File: config.mk
export PLATFORM = sky130hd
export DESIGN_NAME = fre_gen
export DESIGN_NICKNAME = d
export VERILOG_FILES = /design/src/rtl/fre_pkg.sv /design/src/rtl/fre_div_cnt.sv /design/src/rtl/fre_gen.sv
export SDC_FILE = /design/constraint.sdc
export NUM_CORES = 1
export LEC_CHECK = 0
export CELL_PAD_IN_SITES_DETAIL_PLACEMENT = 0
export CELL_PAD_IN_SITES_GLOBAL_PLACEMENT = 2
export CORE_ASPECT_RATIO = 1.1
export CORE_MARGIN = 5
export CORE_UTILIZATION = 40
export CTS_CLUSTER_DIAMETER = 100
export DETAILED_ROUTE_END_ITERATION = 16
export PLACE_DENSITY_LB_ADDON = 0.1
export SLEW_MARGIN = 15
export SYNTH_ARGS = -nofsm -noshare
export SYNTH_HDL_FRONTEND = slang
export SYNTH_SLANG_ARGS = --single-unit
File: constraint.sdc
create_clock -name clk -period 18.06 [get_ports clk]
set_input_delay 1.806 -clock clk [delete_from_list [all_inputs] [get_ports clk]]
set_output_delay 1.806 -clock clk [all_outputs]
set_load 0.05 [all_outputs]
File: src/rtl/fre_pkg.sv
// Shared widths and enumerations for the fre_gen frequency/pulse generator.
package fre_pkg;

    localparam int FRE_W    = 22;
    localparam int FRE_PW_W = 16;

    typedef enum logic {
        MODE_SQ    = 1'b0,
        MODE_PULSE = 1'b1
    } fre_mode_e;

    typedef enum logic [1:0] {
        ST_IDLE  = 2'd0,
        ST_RUN   = 2'd1,
        ST_DRAIN = 2'd2
    } fre_state_e;

endpackage

File: src/rtl/fre_div_cnt.sv
// Wrapping period counter: counts 0..n_cur-1, held at 0 while load is high.
module fre_div_cnt
    import fre_pkg::*;
#(
    parameter int W = FRE_W
) (
    input  logic         clk,
    input  logic         rst_n,
    input  logic         load,
    input  logic         inc,
    input  logic [W-1:0] n_cur,
    output logic [W-1:0] cnt_nxt,
    output logic         wrap
);

    localparam logic [W-1:0] ONE = W'(1);

    logic [W-1:0] cnt;

    assign wrap = (cnt == n_cur - ONE);

    always_comb begin
        cnt_nxt = cnt;
        if (load) begin
            cnt_nxt = '0;
        end else if (inc) begin
            cnt_nxt = wrap ? '0 : cnt + ONE;
        end
    end

    always_ff @(posedge clk or negedge rst_n) begin
        if (!rst_n) begin
            cnt <= '0;
        end else begin
            cnt <= cnt_nxt;
        end
    end

endmodule

File: src/rtl/fre_gen.sv
// Programmable square/pulse generator with a period of N clk cycles and
// double-buffered settings that only change at a period boundary.
module fre_gen
    import fre_pkg::*;
#(
    parameter int W    = FRE_W,
    parameter int PW_W = FRE_PW_W
) (
    input  logic            clk,
    input  logic            rst_n,
    input  logic            en,
    input  logic            n_load,
    input  logic [W-1:0]    n_in,
    input  logic            mode,
    input  logic [PW_W-1:0] pw,
    output logic            n_ack,
    output logic            n_err,
    output logic            freq_out,
    output logic            period_tick,
    output logic            active
);

    localparam logic [W-1:0] ONE = W'(1);
    localparam logic [W-1:0] TWO = W'(2);

    fre_state_e      state, state_nxt;
    logic [W-1:0]    n_pend, n_cur;
    fre_mode_e       mode_pend, mode_cur;
    logic [PW_W-1:0] pw_pend, pw_cur;
    logic            pend, valid;

    logic            load_ok, boundary, apply;
    logic [W-1:0]    cnt_nxt;
    logic            wrap;
    logic [W-1:0]    n_use, half_hi, pw_ext, pw_thr;
    fre_mode_e       mode_use;
    logic [PW_W-1:0] pw_use;
    logic            wave_hi;

    fre_div_cnt #(.W(W)) u_cnt (
        .clk     (clk),
        .rst_n   (rst_n),
        .load    (state == ST_IDLE),
        .inc     (state != ST_IDLE),
        .n_cur   (n_cur),
        .cnt_nxt (cnt_nxt),
        .wrap    (wrap)
    );

    assign load_ok     = n_load && (n_in >= TWO);
    assign boundary    = (state != ST_IDLE) && wrap;
    assign apply       = pend && (boundary || ((state == ST_IDLE) && en && valid));
    assign period_tick = boundary;
    assign active      = (state != ST_IDLE);

    always_comb begin
        state_nxt = state;
        case (state)
            ST_IDLE:  if (en && valid) state_nxt = ST_RUN;
            ST_RUN:   if (!en) state_nxt = wrap ? ST_IDLE : ST_DRAIN;
            ST_DRAIN: begin
                if (en) begin
                    state_nxt = ST_RUN;
                end else if (wrap) begin
                    state_nxt = ST_IDLE;
                end
            end
            default:  state_nxt = ST_IDLE;
        endcase
    end

    // The waveform is judged against the set that will be active next cycle.
    always_comb begin
        n_use    = apply ? n_pend    : n_cur;
        mode_use = apply ? mode_pend : mode_cur;
        pw_use   = apply ? pw_pend   : pw_cur;
        half_hi  = n_use - (n_use >> 1);
        pw_ext   = W'(pw_use);
        pw_thr   = pw_ext;
        if (pw_ext == '0) begin
            pw_thr = ONE;
        end else if (pw_ext > n_use - ONE) begin
            pw_thr = n_use - ONE;
        end
        wave_hi = (mode_use == MODE_SQ) ? (cnt_nxt < half_hi) : (cnt_nxt < pw_thr);
    end

    always_ff @(posedge clk or negedge rst_n) begin
        if (!rst_n) begin
            state <= ST_IDLE;
        end else begin
            state <= state_nxt;
        end
    end

    always_ff @(posedge clk or negedge rst_n) begin
        if (!rst_n) begin
            n_pend    <= '0;
            mode_pend <= MODE_SQ;
            pw_pend   <= '0;
            pend      <= 1'b0;
            valid     <= 1'b0;
            n_cur     <= '0;
            mode_cur  <= MODE_SQ;
            pw_cur    <= '0;
            n_ack     <= 1'b0;
            n_err     <= 1'b0;
            freq_out  <= 1'b0;
        end else begin
            n_ack    <= load_ok;
            n_err    <= n_load && !load_ok;
            freq_out <= (state_nxt != ST_IDLE) && wave_hi;
            if (load_ok) begin
                n_pend    <= n_in;
                mode_pend <= fre_mode_e'(mode);
                pw_pend   <= pw;
                valid     <= 1'b1;
            end
            // A load on the apply edge stays pending for the following boundary.
            if (load_ok) begin
                pend <= 1'b1;
            end else if (apply) begin
                pend <= 1'b0;
            end
            if (apply) begin
                n_cur    <= n_pend;
                mode_cur <= mode_pend;
                pw_cur   <= pw_pend;
            end
        end
    end

endmodule

==> results_tabular.tex, run 1 <==
\begin{tabular}{lr}
\hline
Metric & Value \\
\hline
\multicolumn{2}{l}{\textbf{Outcome}} \\
\quad Result of the run & finished clean \\
\multicolumn{2}{l}{\textbf{STA}} \\
\quad Slew at the pin with the worst max-slew slack & approximately 1.0 ns \\
\quad Fin Clk Skew & 0.008789 ns \\
\quad Max Freq & between 90 and 100 MHz \\
\quad Hold slack & between 0.4 and 0.5 ns \\
\quad Worst slew margin & 0.3065 \\
\quad Number of failing setup endpoints in the final timing report & 0 \\
\quad Final Hold Fails & 0 \\
\quad Period Utilization, post-route & 0.5559 \\
\quad Total negative setup slack & 0 ns \\
\quad Final number of max-transition violations & 0 \\
\quad Period minus WS final & $\sim$10 ns \\
\quad RSZ-0062 raised after global routing & false \\
\multicolumn{2}{l}{\textbf{Die}} \\
\quad Placeable core area & 21440 sq um \\
\quad Die Wd & 151.3 um \\
\quad Die height & approximately 170 um \\
\quad Die area & between 20000 and 30000 sq um \\
\quad Number of primary I/O pins & between 40 and 50 \\
\quad Total number of placement rows & 56 \\
\quad Initial Util & 0.4095 \\
\multicolumn{2}{l}{\textbf{Clock network}} \\
\quad CTS tree & yes \\
\quad Post-CTS clock slew at the launch and capture registers of the worst setup and hold paths & approximately 0.08 ns \\
\quad Clock sink count & around 110 \\
\quad Maximum root-to-sink buffer count & 2 \\
\quad Clk Tree Root Cell & clkbuf\_16 \\
\quad Number of buffers added by the clock tree synthesis step & 9 \\
\quad Latest clock arrival within the worst-skew pair & 0.36 ns \\
\quad H-tree levels & 3 \\
\quad Gates resized, CTS repair & 0 \\
\quad \# hold bufs at CTS & 0 \\
\quad Post CTS Setup Buffer Count & 0 \\
\multicolumn{2}{l}{\textbf{Hold path}} \\
\quad Classification of the worst-slack hold path & reg -> reg \\
\multicolumn{2}{l}{\textbf{Route}} \\
\quad Number of iterations in the first detailed-routing pass & 7 \\
\quad Total routed wirelength & about 26000 um \\
\quad Avg Vias per Cell & between 5 and 6 \\
\quad Iter 0 DRT Violations & 386 \\
\quad Routed wire per std cell & 19.26 um \\
\quad Post-detailed-route DRC marker count & 0 \\
\quad Post-detailed-route count of antenna-violating nets & 0 \\
\quad Vias after detailed routing & approximately 7200 \\
\multicolumn{2}{l}{\textbf{Critical path}} \\
\quad Most frequent cell on the critical path & a21o\_1 \\
\quad Reg2reg end & freq\_out\$\_DFF\_PN0\_ \\
\quad Type of destination of the critical path & flop \\
\quad Highest net fanout along the worst path & 40 \\
\quad Critical Path Max Stage Delay & about 0.90 ns \\
\quad Worst Setup EP & freq\_out\$\_DFF\_PN0\_ \\
\quad Reg-to-Reg Start & n\_cur[0]\$\_DFF\_PN0\_ \\
\quad Data required time at the worst endpoint & around 18 ns \\
\quad Data arrival time of the critical path & between 10 and 15 ns \\
\quad Register-to-register setup slack & about 8 ns \\
\quad Worst Setup Start Kind & flop \\
\quad Start-to-end type of the worst setup path & reg -> reg \\
\quad CP startpoint & n\_cur[0]\$\_DFF\_PN0\_ \\
\quad Standard cell with the maximum stage delay on the critical path & a2111oi\_0 \\
\quad Worst Reg2Reg Path Length in Cells & 38 \\
\multicolumn{2}{l}{\textbf{Yosys}} \\
\quad Number of flops mapped to enable cells by yosys & 0 \\
\quad Count of state elements after synthesis & roughly 110 \\
\quad Post-Syn Area & slightly below 9000 sq um \\
\quad Average size of a mapped cell & $\sim$8.7 sq um \\
\quad Fraction of registers with async set/reset & 1.000 \\
\quad Synth Flop Type & dfrtp\_1 \\
\quad Part of the Yosys area used for sequential elements & 0.3049 \\
\quad Number of unique standard cell types used by synthesis & 76 \\
\quad Synthesized netlist cell count & $\sim$1000 \\
\quad Count of yosys warnings during synthesis & 0 \\
\multicolumn{2}{l}{\textbf{Finish}} \\
\quad Share of cells above drive strength 1 & 0.06482 \\
\quad Diodes inserted & 0 \\
\quad \# fillers & 2210 \\
\quad Number of nets in the final layout & 1193 \\
\quad Area Overhead vs Synth & 11.51\% \\
\multicolumn{2}{l}{\textbf{Global route}} \\
\quad Antenna violations before repair & 0 \\
\quad Total congestion overflow after global routing & 0 \\
\quad Aggregate global-route resource usage & 0.2151 \\
\quad First-pass GRT wire length & 41060 um \\
\quad Number of global-route vias before repair & approximately 7300 \\
\quad Maximum number of pins on one net before global-route repair & 75 \\
\multicolumn{2}{l}{\textbf{Power and ir drop}} \\
\quad Total Power Consumption & 0.001289 W \\
\quad Worst VDD drop & around 57 uV \\
\quad Power density normalized to cell area & 131.7 nW/um\^{}2 \\
\quad Pleak & between 4 and 5 nW \\
\multicolumn{2}{l}{\textbf{Placement}} \\
\quad Detailed placer's ending HPWL & 20890 um \\
\quad Routability congestion estimate from global placement & $\sim$0.9 \\
\quad Count of buffers inserted at the top-level ports & 47 \\
\multicolumn{2}{l}{\textbf{Flow run}} \\
\quad Max-cap violation count & 0 \\
\hline
\end{tabular}
[metrics by stage]
stage               area [sq um]  utilization  instances  worst slack [ns]
finish                      9792       0.4567       1339             8.021
CTS                         9792       0.4567       1339             8.064
global route                9792       0.4567       1339             7.295
detailed placement          9497       0.4429       1323             7.816
global placement            9497       0.4429       1323             7.849
floorplan                   8800            -       1013             9.243
[registers in the layout (all words and copies together) (netlist names)]
name / cells
n_err: 1
u_cnt.cnt: 22
pend: 1
valid: 1
n_cur: 22
mode_cur: 1
n_pend: 22
n_ack: 1
pw_cur: 16
mode_pend: 1
state: 2
pw_pend: 16
freq_out: 1
[cells in the final DEF, fill, tap and decap left out, types with 4 or more instances in the layout]
master,count
conb_1,6
or3_1,9
nor2_1,74
mux2_2,8
o2111ai_1,4
or4_1,6
a21oi_1,37
a21boi_0,4
nand2b_1,8
nand2_1,183
o211ai_2,8
nand3_2,10
a31oi_1,5
nand4_1,20
buf_4,7
and3_1,11
and4_1,4
nor2b_1,12
xor2_1,29
mux2i_1,28
o211ai_1,13
nand3_1,28
nor4b_1,6
xnor2_1,51
dfrtp_1,107
ha_1,105
nor3_1,22
o21ai_0,32
nor4_1,13
clkbuf_16,9
clkdlybuf4s50_1,46
a21o_1,22
inv_1,48
o21a_1,7
[per-layer routing]
metal,global-route usage,share of wire,routed length (um),vias up
met3,0.02511,0.030,763,30
li1,-,-,-,3620
met1,0.3020,0.49,12660,3403
met5,0,0,0,-
met4,0.05771,0.022,569,0
met2,0.3513,0.46,11800,131
[worst min path at each step]
stage,cells after the start,start,endpoint,slack (ns)
after global placement,2,pw_pend[3]$_DFFE_PN0P_,pw_pend[3]$_DFFE_PN0P_,0.47
after floorplan,2,mode_pend$_DFFE_PN0P_,mode_pend$_DFFE_PN0P_,0.44
after detailed placement,2,pw_pend[3]$_DFFE_PN0P_,pw_pend[3]$_DFFE_PN0P_,0.46
final,2,pw_pend[13]$_DFFE_PN0P_,pw_pend[13]$_DFFE_PN0P_,0.48
after global routing,2,n_pend[16]$_DFFE_PN0P_,n_pend[16]$_DFFE_PN0P_,0.50
after CTS,2,pw_pend[3]$_DFFE_PN0P_,pw_pend[3]$_DFFE_PN0P_,0.48
[power breakdown]
group / internal [W] / switching [W]
clock: 0.0000977 / 0.000103
combinational: 0.000305 / 0.000443
sequential: 0.000277 / 0.0000630
total: 0.000680 / 0.000609
[critical path, delay by kind of cell, from the launching register on]
kind	cells	cell delay [ns]
xor+xnor	2	0.47
mux	1	0.67
buf+inv	2	0.61
flops	1	0.44
fa+ha+maj	4	1.10
simple gates	11	2.33
compound gates	18	4.32
[kinds of logic (layout without fill, tap and decap cells)]
family,Yosys count,after routing,synth area share
buf+inv,82,118,0.04260
xor+xnor,81,81,0.08236
flops,107,107,0.3049
simple gates,437,437,0.2514
other cells,1,6,0.0004271
fa+ha+maj,106,106,0.1519
mux,36,36,0.04218
compound gates,158,158,0.1243
[cell type report]
class / instances / area, sq um / area share
clock inverters: 7 / 70.07 / 0.007156
clock buffers: 9 / 225.2 / 0.02300
well taps: 290 / 362.8 / 0.03706
flip-flops and latches: 107 / 2678 / 0.2734
repair buffers: 53 / 513.0 / 0.05239
multi-input cells: 824 / 5759 / 0.5882
inverters: 49 / 183.9 / 0.01878
[synthesized netlist by cell type (7+ instances only)]
| cell | n | area share |
|---|---|---|
| nand2_1 | 183 | 0.078 |
| dfrtp_1 | 107 | 0.30 |
| ha_1 | 105 | 0.15 |
| nor2_1 | 74 | 0.032 |
| xnor2_1 | 51 | 0.051 |
| inv_1 | 48 | 0.021 |
| a21oi_1 | 37 | 0.021 |
| o21ai_0 | 33 | 0.019 |
| xor2_1 | 29 | 0.029 |
| mux2i_1 | 28 | 0.032 |
| nand3_1 | 28 | 0.016 |
| a21o_1 | 22 | 0.019 |
| nor3_1 | 22 | 0.013 |
| clkbuf_1 | 20 | 0.0085 |
| nand4_1 | 20 | 0.014 |
| nor4_1 | 13 | 0.0093 |
| o211ai_1 | 13 | 0.011 |
| nor2b_1 | 12 | 0.0085 |
| and3_1 | 11 | 0.0078 |
| nand3_2 | 10 | 0.011 |
| or3_1 | 9 | 0.0064 |
| mux2_2 | 8 | 0.010 |
| nand2b_1 | 8 | 0.0057 |
| o211ai_2 | 8 | 0.011 |
| o21a_1 | 7 | 0.0060 |
No activity file was read; power rests on OpenSTA's default activity.
==> inputs of run 2 (changes only) <==
CORE_UTILIZATION = 35   (was 40)
clock period = 8.7 ns   (was 18.06 ns; I/O delays follow)
==> run 2 against run 1 <==
  * Fmax increased by 24%
  * Non-clock buffer count increased by 48
  * Via count increased by 4.0%
  * Clock skew increased by 0.0082 ns
  * Critical endpoint unchanged
==> results_tabular.tex, run 2 (same netlist as run 1, synthesis figures left out) <==
\begin{tabular}{lr}
\hline
Metric & Value \\
\hline
\multicolumn{2}{l}{\textbf{Outcome}} \\
\quad Result of the run & finished clean \\
\multicolumn{2}{l}{\textbf{Die}} \\
\quad Die area & 28360 sq um (+13\%) \\
\quad Initial Util & 0.3566 (-0.05294) \\
\quad Placeable core area & 24620 sq um (+15\%) \\
\quad Number of primary I/O pins & 48 (unchanged) \\
\quad Die height & 176.1 um (+6.5\%) \\
\quad Die Wd & 161.0 um (+6.4\%) \\
\quad Total number of placement rows & 60 (+7.1\%) \\
\multicolumn{2}{l}{\textbf{Finish}} \\
\quad Area Overhead vs Synth & 17.14\% \\
\quad Total area of sequential cells & 2679 sq um (about the same) \\
\quad Most used cells in the layout excluding fill and tap cells & 183 x nand2\_1, 106 x dfrtp\_1, 105 x ha\_1 \\
\quad Largest registers ranked by flip-flop count & n\_cur x22, n\_pend x22, u\_cnt.cnt x22 \\
\quad Post-layout util & 0.4177 (-0.03897) \\
\quad Number of nets in the final layout & 1241 (+4.0\%) \\
\quad Multi-input gate area in the final layout & 5813 sq um (+0.93\%) \\
\quad Diodes inserted & 0 (unchanged) \\
\quad Share of cells above drive strength 1 & 0.1149 (+0.05004) \\
\quad Most common cell after layout, fill and taps aside & nand2\_1 \\
\quad \# fillers & 2550 (+15\%) \\
\multicolumn{2}{l}{\textbf{Global route}} \\
\quad Total congestion overflow after global routing & 0 (unchanged) \\
\quad First-pass GRT wire length & 43580 um (+6.1\%) \\
\quad Aggregate global-route resource usage & 0.1994 (-0.01572) \\
\quad Antenna violations before repair & 0 (unchanged) \\
\quad Maximum number of pins on one net before global-route repair & 62 (-17\%) \\
\quad Number of global-route vias before repair & 7380 (+0.83\%) \\
\multicolumn{2}{l}{\textbf{Clock network}} \\
\quad CTS tree & yes \\
\quad Clock sink count & 107 (unchanged) \\
\quad \# hold bufs at CTS & 0 (unchanged) \\
\quad Maximum root-to-sink buffer count & 2 (unchanged) \\
\quad Latest clock arrival within the worst-skew pair & 0.37 ns (about the same) \\
\quad Post-CTS clock slew at the launch and capture registers of the worst setup and hold paths & 0.09 ns (about the same) \\
\quad Number of buffers added by the clock tree synthesis step & 9 (unchanged) \\
\quad Clk Tree Root Cell & clkbuf\_16 \\
\quad H-tree levels & 3 (unchanged) \\
\multicolumn{2}{l}{\textbf{STA}} \\
\quad Final Hold Fails & 0 (unchanged) \\
\quad Worst slew margin & 0.4537 (+0.1473) \\
\quad Slew at the pin with the worst max-slew slack & 0.8194 ns (-0.1947 ns) \\
\quad Number of failing setup endpoints in the final timing report & 0 (unchanged) \\
\quad Fin Clk Skew & 0.01700 ns (+0.008213 ns) \\
\quad Max Freq & 123.9 MHz (+24\%) \\
\quad Total negative setup slack & 0 ns (unchanged) \\
\quad Period Utilization, post-route & 0.9279 (+0.3720) \\
\quad RSZ-0062 raised after global routing & false \\
\quad Period minus WS final & 8.073 ns (-1.967 ns) \\
\quad Final number of max-transition violations & 0 (unchanged) \\
\multicolumn{2}{l}{\textbf{Critical path}} \\
\quad Data required time at the worst endpoint & 8.99 ns (-9.34 ns) \\
\quad Reg-to-Reg Start & n\_cur[0]\$\_DFF\_PN0\_ \\
\quad Highest net fanout along the worst path & 5 (-88\%) \\
\quad Most frequent cell on the critical path & a21o\_1 \\
\quad Standard cell with the maximum stage delay on the critical path & or4\_4 \\
\quad CP startpoint & n\_cur[0]\$\_DFF\_PN0\_ \\
\quad Critical Path Max Stage Delay & 0.48 ns (-0.42 ns) \\
\quad Data arrival time of the critical path & 8.36 ns (-1.95 ns) \\
\quad Worst Setup Start Kind & flop \\
\quad Type of destination of the critical path & flop \\
\quad Start-to-end type of the worst setup path & reg -> reg \\
\multicolumn{2}{l}{\textbf{Placement}} \\
\quad Routability congestion estimate from global placement & 0.9192 (+3.6\%) \\
\quad Detailed placer's ending HPWL & 23140 um (+11\%) \\
\quad Count of buffers inserted at the top-level ports & 47 (unchanged) \\
\multicolumn{2}{l}{\textbf{Route}} \\
\quad Post-detailed-route DRC marker count & 0 (unchanged) \\
\quad Routed wire length on met2 & 12740 um (+8.0\%) \\
\quad Routed wire per std cell & 20.01 um (+3.9\%) \\
\quad Post-detailed-route count of antenna-violating nets & 0 (unchanged) \\
\quad Total routed wirelength & 28160 um (+9.2\%) \\
\quad Avg Vias per Cell & 5.308 (-1.1\%) \\
\quad Iter 0 DRT Violations & 430 (+11\%) \\
\quad Metal3 WL & 885 um (+16\%) \\
\quad Vias after detailed routing & 7468 (+4.0\%) \\
\quad Highest signal layer in the routed design & met4 \\
\quad Number of iterations in the first detailed-routing pass & 5 (-2) \\
\quad Met1 layer wirelength in the final routing & 13660 um (+7.9\%) \\
\multicolumn{2}{l}{\textbf{Hold path}} \\
\quad Origin of the worst min-delay path & mode\_pend\$\_DFFE\_PN0P\_ \\
\quad Classification of the worst-slack hold path & reg -> reg \\
\multicolumn{2}{l}{\textbf{Power and ir drop}} \\
\quad Pleak & 4.842 nW (+5.9\%) \\
\quad Worst VDD drop & 113.3 uV (+100\%) \\
\quad Power density normalized to cell area & 280.1 nW/um\^{}2 (+110\%) \\
\multicolumn{2}{l}{\textbf{Flow run}} \\
\quad Max-cap violation count & 0 (unchanged) \\
\hline
\end{tabular}
run 2: cell types whose count changed in the layout (fill, tap and decap cells not counted), sizes merged:
cell    change
clkinv      -1
bufinv      +2
inv         -1
buf        +48
run 2: critical path, delay by kind of cell (launching register included):
| family | cells | cell delay [ns] |
|---|---|---|
| adders and majority gates | 4 | 0.89 |
| buffers and inverters | 5 | 0.63 |
| xor gates and xnor gates | 1 | 0.27 |
| and+or+nand+nor | 14 | 2.36 |
| AOI/OAI and AO/OA | 21 | 3.38 |
| DFF | 1 | 0.44 |
run 2: metrics by stage:
step / hold WS, ns / cell area [sq um] / setup WS (ns) / instances / power [W]
after floorplan: 0.4417 / 8801 / 0.04312 / 1013 / 0.001844
after global placement: 0.4648 / 9822 / 0.1950 / 1383 / 0.002381
after detailed placement: 0.4655 / 9822 / 0.2033 / 1383 / 0.002366
after CTS: 0.4925 / 10150 / 0.1624 / 1399 / 0.002863
after global routing: 0.5194 / 10290 / 0.04189 / 1407 / 0.003118
final: 0.4787 / 10290 / 0.6273 / 1407 / 0.002881
run 2: power by group:
part / total [W] / switching (W) / internal (W)
registers: 0.000662 / 0.0000847 / 0.000577
clock network: 0.000482 / 0.000223 / 0.000259
logic: 0.00174 / 0.00102 / 0.000720
total: 0.00288 / 0.00132 / 0.00156
run 2: routing by layer:
metal,up-vias,track usage
met5,-,0
li1,3702,-
met1,3597,0.2794
met3,32,0.02615
met2,137,0.3186
met4,0,0.06719
run 2: layout make-up:
type / instances / share of cell area
clock inverter: 7 / 0.01046
sequential: 107 / 0.2604
inverter: 49 / 0.01788
multi-input combinational: 824 / 0.5651
tap: 310 / 0.03771
clock buffer: 9 / 0.02190
timing repair buffer: 101 / 0.08649
run 2: what timing repair did:
| action | 4_1_cts | 5_1_grt |
|---|---|---|
| buffers inserted | 0 | 8 |
| setup endpoints to repair | 0 | 1 |
| gates resized for setup | 0 | 19 |
run 2: final timing paths:
path | endpoint | slack (ns) | cells past startpoint
max in group asynchronous | n_cur[7]$_DFF_PN0_ | 6.89 | 2
max reg2reg | freq_out$_DFF_PN0_ | 0.63 | 45
max | freq_out$_DFF_PN0_ | 0.63 | 45
min | mode_pend$_DFFE_PN0P_ | 0.48 | 2
min in group asynchronous | pw_pend[6]$_DFFE_PN0P_ | 0.57 | 1
min reg2reg | mode_pend$_DFFE_PN0P_ | 0.48 | 2
==> inputs of run 3 (changes only) <==
SKIP_CTS_REPAIR_TIMING = 1   (was not set)
==> results of run 3 <==
The final DEF is identical to that of run 2; final timing and power are the same.
